### src/rtl/symbol_display_scanner_pkg.sv
// Shared definitions for the symbol display scanner: game status codes,
// segment glyphs, the digit count and the frame snapshot record.
package symbol_display_scanner_pkg;

    typedef enum logic [1:0] {
        CHK_IDLE  = 2'b00,
        CHK_PASS  = 2'b01,
        CHK_FAIL  = 2'b10,
        CHK_BLANK = 2'b11
    } check_e;

    // Active-low glyphs in {g,f,e,d,c,b,a} order.
    localparam logic [6:0] GLYPH_0 = 7'b1000000;
    localparam logic [6:0] GLYPH_1 = 7'b1111001;
    localparam logic [6:0] GLYPH_2 = 7'b0100100;
    localparam logic [6:0] GLYPH_3 = 7'b0110000;
    localparam logic [6:0] SEG_OFF = 7'b1111111;
    localparam logic [4:0] AN_OFF  = 5'b11111;

    localparam int NUM_DIGITS = 5;

    typedef struct packed {
        logic [1:0] first;
        logic [1:0] second;
        logic [1:0] third;
        logic [1:0] fourth;
        logic [1:0] main;
        check_e     status;
    } frame_t;

    // Active-low one-hot enable for a digit index; out-of-range indices select nothing.
    function automatic logic [4:0] digit_enable(input logic [2:0] idx);
        logic [4:0] en;
        en = AN_OFF;
        if (idx < 3'(NUM_DIGITS))
            en[idx] = 1'b0;
        return en;
    endfunction

endpackage

### src/rtl/symbol_display_scanner_seg_decode.sv
// Combinational 2-bit symbol code to active-low seven-segment glyph decoder.
module symbol_seg_decode
    import symbol_display_scanner_pkg::*;
(
    input  logic [1:0] code,
    output logic [6:0] seg
);

    always_comb begin
        unique case (code)
            2'b00:   seg = GLYPH_0;
            2'b01:   seg = GLYPH_1;
            2'b10:   seg = GLYPH_2;
            default: seg = GLYPH_3;
        endcase
    end

endmodule

### src/rtl/symbol_display_scanner.sv
// Five-digit multiplexed seven-segment scanner with per-frame code snapshot,
// ghost blanking, fail blinking and a frame-done strobe.
module symbol_display_scanner
    import symbol_display_scanner_pkg::*;
#(
    parameter logic [15:0] REFRESH_DIV = 16'd50000,
    parameter logic [23:0] BLINK_DIV   = 24'd12500000
) (
    input  logic       CLK,
    input  logic       RST,
    input  logic       game_enable,
    input  logic [1:0] first_display,
    input  logic [1:0] second_display,
    input  logic [1:0] third_display,
    input  logic [1:0] fourth_display,
    input  logic [1:0] main_display,
    input  logic [1:0] checklight,
    output logic [6:0] seg,
    output logic [4:0] an,
    output logic       frame_done
);

    logic [15:0] slot_cnt;
    logic [2:0]  digit_idx;
    logic [23:0] blink_cnt;
    logic        blink_phase;
    frame_t      snap;

    logic        slot_last;
    logic        frame_wrap;
    logic        blink_last;
    logic [1:0]  code_sel;
    logic [6:0]  glyph;
    logic [6:0]  seg_next;
    logic [4:0]  an_next;

    assign slot_last  = (slot_cnt == REFRESH_DIV - 16'd1);
    assign frame_wrap = slot_last && (digit_idx == 3'(NUM_DIGITS - 1));
    assign blink_last = (blink_cnt == BLINK_DIV - 24'd1);

    // NOTE: all state uses non-blocking assignments so every register samples
    // pre-edge values; blocking here would let later statements see new state.
    always_ff @(posedge CLK or negedge RST) begin
        if (!RST) begin
            slot_cnt    <= '0;
            digit_idx   <= '0;
            blink_cnt   <= '0;
            blink_phase <= 1'b0;
            snap        <= '0;
            frame_done  <= 1'b0;
            seg         <= SEG_OFF;
            an          <= AN_OFF;
        end else begin
            slot_cnt <= slot_last ? 16'd0 : slot_cnt + 16'd1;
            if (slot_last)
                digit_idx <= (digit_idx >= 3'(NUM_DIGITS - 1)) ? 3'd0 : digit_idx + 3'd1;

            blink_cnt <= blink_last ? 24'd0 : blink_cnt + 24'd1;
            if (blink_last)
                blink_phase <= ~blink_phase;

            // Whole-frame capture keeps one scan from mixing old and new codes.
            if (frame_wrap)
                snap <= '{first:  first_display,
                          second: second_display,
                          third:  third_display,
                          fourth: fourth_display,
                          main:   main_display,
                          status: check_e'(checklight)};

            frame_done <= frame_wrap;
            seg        <= seg_next;
            an         <= an_next;
        end
    end

    always_comb begin
        code_sel = 2'b00;
        unique case (digit_idx)
            3'd0:    code_sel = snap.first;
            3'd1:    code_sel = snap.second;
            3'd2:    code_sel = snap.third;
            3'd3:    code_sel = snap.fourth;
            3'd4:    code_sel = snap.main;
            default: code_sel = 2'b00;
        endcase
    end

    symbol_seg_decode u_decode (
        .code (code_sel),
        .seg  (glyph)
    );

    // NOTE: defaults first so every path assigns both outputs and no latch is inferred.
    always_comb begin
        seg_next = SEG_OFF;
        an_next  = AN_OFF;
        if (game_enable && snap.status != CHK_BLANK) begin
            seg_next = glyph;
            // Slot value 0 is the ghost-blanking gap between digits.
            if (slot_cnt != 16'd0 && !(snap.status == CHK_FAIL && blink_phase))
                an_next = digit_enable(digit_idx);
        end
    end

endmodule
### config.mk
export PLATFORM = sky130hd
export DESIGN_NAME = symbol_display_scanner
export DESIGN_NICKNAME = d
export VERILOG_FILES = /design/src/rtl/symbol_display_scanner_pkg.sv /design/src/rtl/symbol_display_scanner_seg_decode.sv /design/src/rtl/symbol_display_scanner.sv
export SDC_FILE = /design/constraint.sdc
export NUM_CORES = 1
export LEC_CHECK = 0
export BUFFER_PORTS_ARGS = -buffer_cell sky130_fd_sc_hd__buf_2
export CAP_MARGIN = 20
export CORE_ASPECT_RATIO = 2
export CORE_UTILIZATION = 63
export DETAILED_ROUTE_END_ITERATION = 8
export PLACE_DENSITY = 0.84
export SLEW_MARGIN = 20
export SYNTH_ARGS = -nofsm -noshare
export SYNTH_HDL_FRONTEND = slang
export SYNTH_SLANG_ARGS = --single-unit
### constraint.sdc
create_clock -name CLK -period 4.34 [get_ports CLK]
set_clock_uncertainty 0.2 [all_clocks]
set_input_delay 0.434 -clock CLK [delete_from_list [all_inputs] [get_ports CLK]]
set_output_delay 0.434 -clock CLK [all_outputs]
set_load 0.005 [all_outputs]
Yosys cells after proc, flatten, opt, wreduce, memory -nomap -nowiden
Cells that the tools add are included. W data, S select, Z words.

Reduce and logical (&&, ||, !) cells: 9. Order comparisons: 4. Multiplexer cells: 11. Bitwise logic cells: 2. Add/subtract/negate cells: 3. Equal/unequal tests: 10.

Operators by type and width (number): $add A24 B1 Y24 const B (1); $eq A24 B24 Y1 const B (1); $mux W24 (1); $pmux W7 S3 (1); $add A16 B1 Y16 const B (1); $eq A16 B16 Y1 const B (1); $mux W16 (1); $reduce_bool A16 Y1 (1); $mux W5 (3); $pmux W2 S5 (1); $mux W7 (1); $eq A3 B2 Y1 const B (2); $logic_and A1 B1 Y1 (5); $not A5 Y5 (1); $eq A2 B2 Y1 const B (2); $lt A3 B4 Y1 const B (1); $add A3 B1 Y3 const B (1); $demux W1 S3 (1); $eq A3 B1 Y1 const B (1); $eq A3 B3 Y1 const B (1); $ge A3 B1 Y1 const B (1); $ge A3 B3 Y1 const B (1); $logic_not A3 Y1 (1); $lt A3 B3 Y1 const B (1); other kinds (7) (7).

Bits of input ports: 15. Logic and storage cells: 52. Output and inout bits: 13. Register bits: 69.

Depth between registers and ports, before layout
Depth in word-level cells: 8. Depth in mapped cells: 7. Mapped depth without buffers: 6.

By module
A second synthesis with hierarchy kept.

Cells, all modules: 301. Area, all modules: 3255.6 um^2.

By module, submodules not included: symbol_display_scanner (times used 1, seq. area each 1741.7 um^2, area each 3208.1 um^2, cells an instance 293); symbol_seg_decode (times used 1, seq. area each 0.0 um^2, area each 47.5 um^2, cells an instance 8).

Worst setup path after synthesis
Ideal clock, no wire load.

Path type: register to register. Start point: reg slot_cnt[10]. End point: reg snap[0] (netlist name). Arrival: 1.846 ns. Period minus slack after synthesis: 2.171 ns. Path buffers: 1. Setup time: 0.125 ns. Setup slack: 2.169 ns. Data required time: 4.015 ns. Cell stages (with the launch flop): 6. Path through: dfrtp_1 or4_4 nor4_4 nand4_2 buf_6 mux2_4.

Word-level cells in the longest chain between the ends: 2.

RTL lines: start: declaration (line symbol_display_scanner.sv:23) `logic [15:0] slot_cnt;`; start signal: assignment (line symbol_display_scanner.sv:54) `slot_cnt <= slot_last ? 16'd0 : slot_cnt + 16'd1;`; $eq A16 B16 Y1 (line symbol_display_scanner.sv:37) `assign slot_last = (slot_cnt == REFRESH_DIV - 16'd1);`; $logic_and A1 B1 Y1 (line symbol_display_scanner.sv:38) `assign frame_wrap = slot_last && (digit_idx == 3'(NUM_DIGITS - 1));`; end signal: assignment (line symbol_display_scanner.sv:64) `snap <= '{first: first_display,`; end: declaration (line symbol_display_scanner.sv:27) `frame_t snap;`.

Every way passes these cells. A chain may end at the register's enable or synchronous reset.

Worst setup path after layout
Start point: reg slot_cnt[10]. End point: reg snap[4] (netlist name).

Same word-level chain as after synthesis.

==> flow_summary.json <==
{
  "vdd_ir_drop_max_mv": 0.2554,
  "worstSetupPathType": "reg2reg",
  "seq_area_frac_synth_pct": 54.43,
  "post_drt_wl_per_cell_um": 17.56,
  "grt_pass1_vias": 2319,
  "track_usage_pct": 28.60,
  "cp.required_ns": 4.36,
  "powerDensity_mw_per_mm2": 329.4,
  "avgViaCountPerCell": 6.158,
  "timing.fmax_mhz": 385.0,
  "antenna_found_initial": 0,
  "fin_crit_ns": 2.598,
  "ys_types": 44,
  "ff2ff_path_depth": 4,
  "root_buffer": "clkbuf_8",
  "rsz0062_at_grt": "false",
  "grt_first_pass_wirelength_um": 10810,
  "synth_nets": 300,
  "fill_cells": 336,
  "cts_hold_buf": 1,
  "netlist_instances": 277,
  "drtIter0Drc": 59,
  "multi_input_comb_area_mm2": 0.001376,
  "drv_cap": 0,
  "met2_length_um": 3695,
  "numCtsBuffers": 9,
  "die_h_um": 102.0,
  "nNetsFinal": 335,
  "met3_length_um": 270,
  "cts_resized": 0,
  "vias": 2303,
  "syn_to_final_growth_pct": 12.27,
  "layout.area.seq_mm2": 0.001715,
  "grt_max_degree": 46,
  "cp-start-kind": "flop",
  "ios": 28,
  "fin_setup_tns_ns": 0,
  "cts_setup_buffers": 0,
  "syn_area_mm2": 0.003152,
  "worstMarginPinSlew_ns": 0.7361,
  "grt_overflow": 0,
  "core_mm2": 0.004820,
  "hold_path_class": "in2reg",
  "clk_pin_slew_ns": 0.07,
  "met1_length_um": 2299,
  "clock_path_buffers": 2,
  "ys.flop_type": "dfrtp_1",
  "drc": 0,
  "die_area_mm2": 0.005307,
  "cp_max_fo": 12,
  "async_flop_share_pct": 100.0,
  "synth_edf_count": 0,
  "worstPathArrival_ns": 2.62,
  "start_util_pct": 65.39,
  "insertedDiodeCount": 0,
  "clk_latency_ns": 0.34,
  "routed_wl_um": 6568,
  "dp_hpwl_um": 4723,
  "num_rows": 36,
  "first_pass_iters": 4,
  "drive_gt1_share_pct": 23.97,
  "dp.cells": 357,
  "leakage_uw": 0.001606,
  "cts_tree": "built",
  "slew_viol_final": 0,
  "port_buffers": 27,
  "ant_nets": 0,
  "finalCritPeriodShare_pct": 59.86,
  "final-setup-viol-count": 0,
  "clock_sinks": 68,
  "highest_layer": "met4",
  "yosys_warnings": 0,
  "hold_viol": 0,
  "endpoint_kind": "flop",
  "htreeDepth": 3,
  "synth_seq_cells": 68,
  "maxSlewHeadroom_pct": 50.56,
  "syn_avg_cell_area_um2": 11.38,
  "hold_depth": 2,
  "gp_congestion": 0.7969,
  "status": "complete, no violations",
  "layout_common_cells": "dfrtp_1, buf_2, nor2_1, nand2_1",
  "fin_cells": 374,
  "final_common_cell": "dfrtp_1",
  "dieWidth_um": 52.02
}
==> state kept, by name (all words and copies together), names as in the netlist <==
| signal | flops |
|---|---|
| frame_done | 1 |
| snap | 12 |
| blink_cnt | 24 |
| seg | 6 |
| blink_phase | 1 |
| slot_cnt | 16 |
| an | 5 |
| digit_idx | 3 |
==> worst max-delay path, cell delays in order (launching register included) <==
cell and delay [ns]:
dfrtp_1 0.42, or4_4 0.57, nor4_4 0.31, nand4_2 0.51, mux2_4 0.46
==> synthesized netlist by cell type, drive strengths merged, types with 4 or more instances <==
| library cell | n | area [um^2] |
|---|---|---|
| and2 | 4 | 26.28 |
| nor4 | 5 | 46.29 |
| nand4 | 16 | 106.4 |
| inv | 11 | 41.29 |
| and3 | 5 | 32.53 |
| dfrtp | 57 | 1426 |
| ha | 8 | 100.1 |
| and4 | 5 | 43.79 |
| xnor2 | 13 | 113.9 |
| dfstp | 11 | 289.0 |
| nor3 | 6 | 30.03 |
| o21ai | 11 | 55.05 |
| a21oi | 6 | 30.03 |
| nand2 | 18 | 67.56 |
| nor2 | 23 | 86.33 |
| or3 | 7 | 43.79 |
| or4 | 4 | 33.78 |
| nand3 | 13 | 70.07 |
| xor2 | 15 | 131.4 |
| buf | 5 | 33.78 |
| mux2 | 13 | 183.9 |
==> per-layer routing <==
layer	track usage (%)	up-vias
met4	18.09	0
met2	50.49	93
met3	6.399	25
met5	0	-
li1	-	1052
met1	29.13	1133
==> cell families after synthesis <==
group	share of synthesized area, %
and+or+nand+nor	20.37
xor gates and xnor gates	7.781
AOI/OAI and AO/OA	5.717
muxes	6.153
buffers and inverters	2.382
adders and majority gates	3.176
DFF	54.43
==> power by group <==
group | switching (uW) | total (uW) | internal, uW
Combinational | 22.5 | 40.7 | 18.2
Sequential | 5.10 | 652 | 647
Clock | 219 | 473 | 254
Total | 247 | 1170 | 919
==> area by class of cell <==
cell class                 instances  area share [%]
sequential                        68           48.48
multi-input combinational        193           38.90
clock buffer                      15           4.986
timing repair buffer              29           4.314
tap                               57           2.016
inverter                          11           1.167
clock inverter                     1          0.1414
==> worst paths after layout <==
path	start	end	slack [ns]
max	slot_cnt[10]	snap[4]	1.74
min	second_display[1]	snap[9]	0.12
max reg2reg	slot_cnt[10]	snap[4]	1.74
min reg2reg	blink_phase	blink_phase	0.28
max in group asynchronous	RST	seg[6]	2.59
min in group asynchronous	RST	blink_cnt[20]	0.40
==> stage by stage <==
step	setup slack (ns)	utilization, %	instance area [um^2]	total power (uW)	hold WS [ns]
floorplan	2.169	-	3152	676.6	-0.06159
global placement	1.784	69.26	3338	702.3	0.2270
detailed placement	1.774	69.26	3338	703.5	0.2362
CTS	1.740	73.23	3530	1175	0.1063
global route	1.577	73.42	3538	1209	0.1138
finish	1.742	73.42	3538	1166	0.1191
Power figures use the tool's default switching activity.
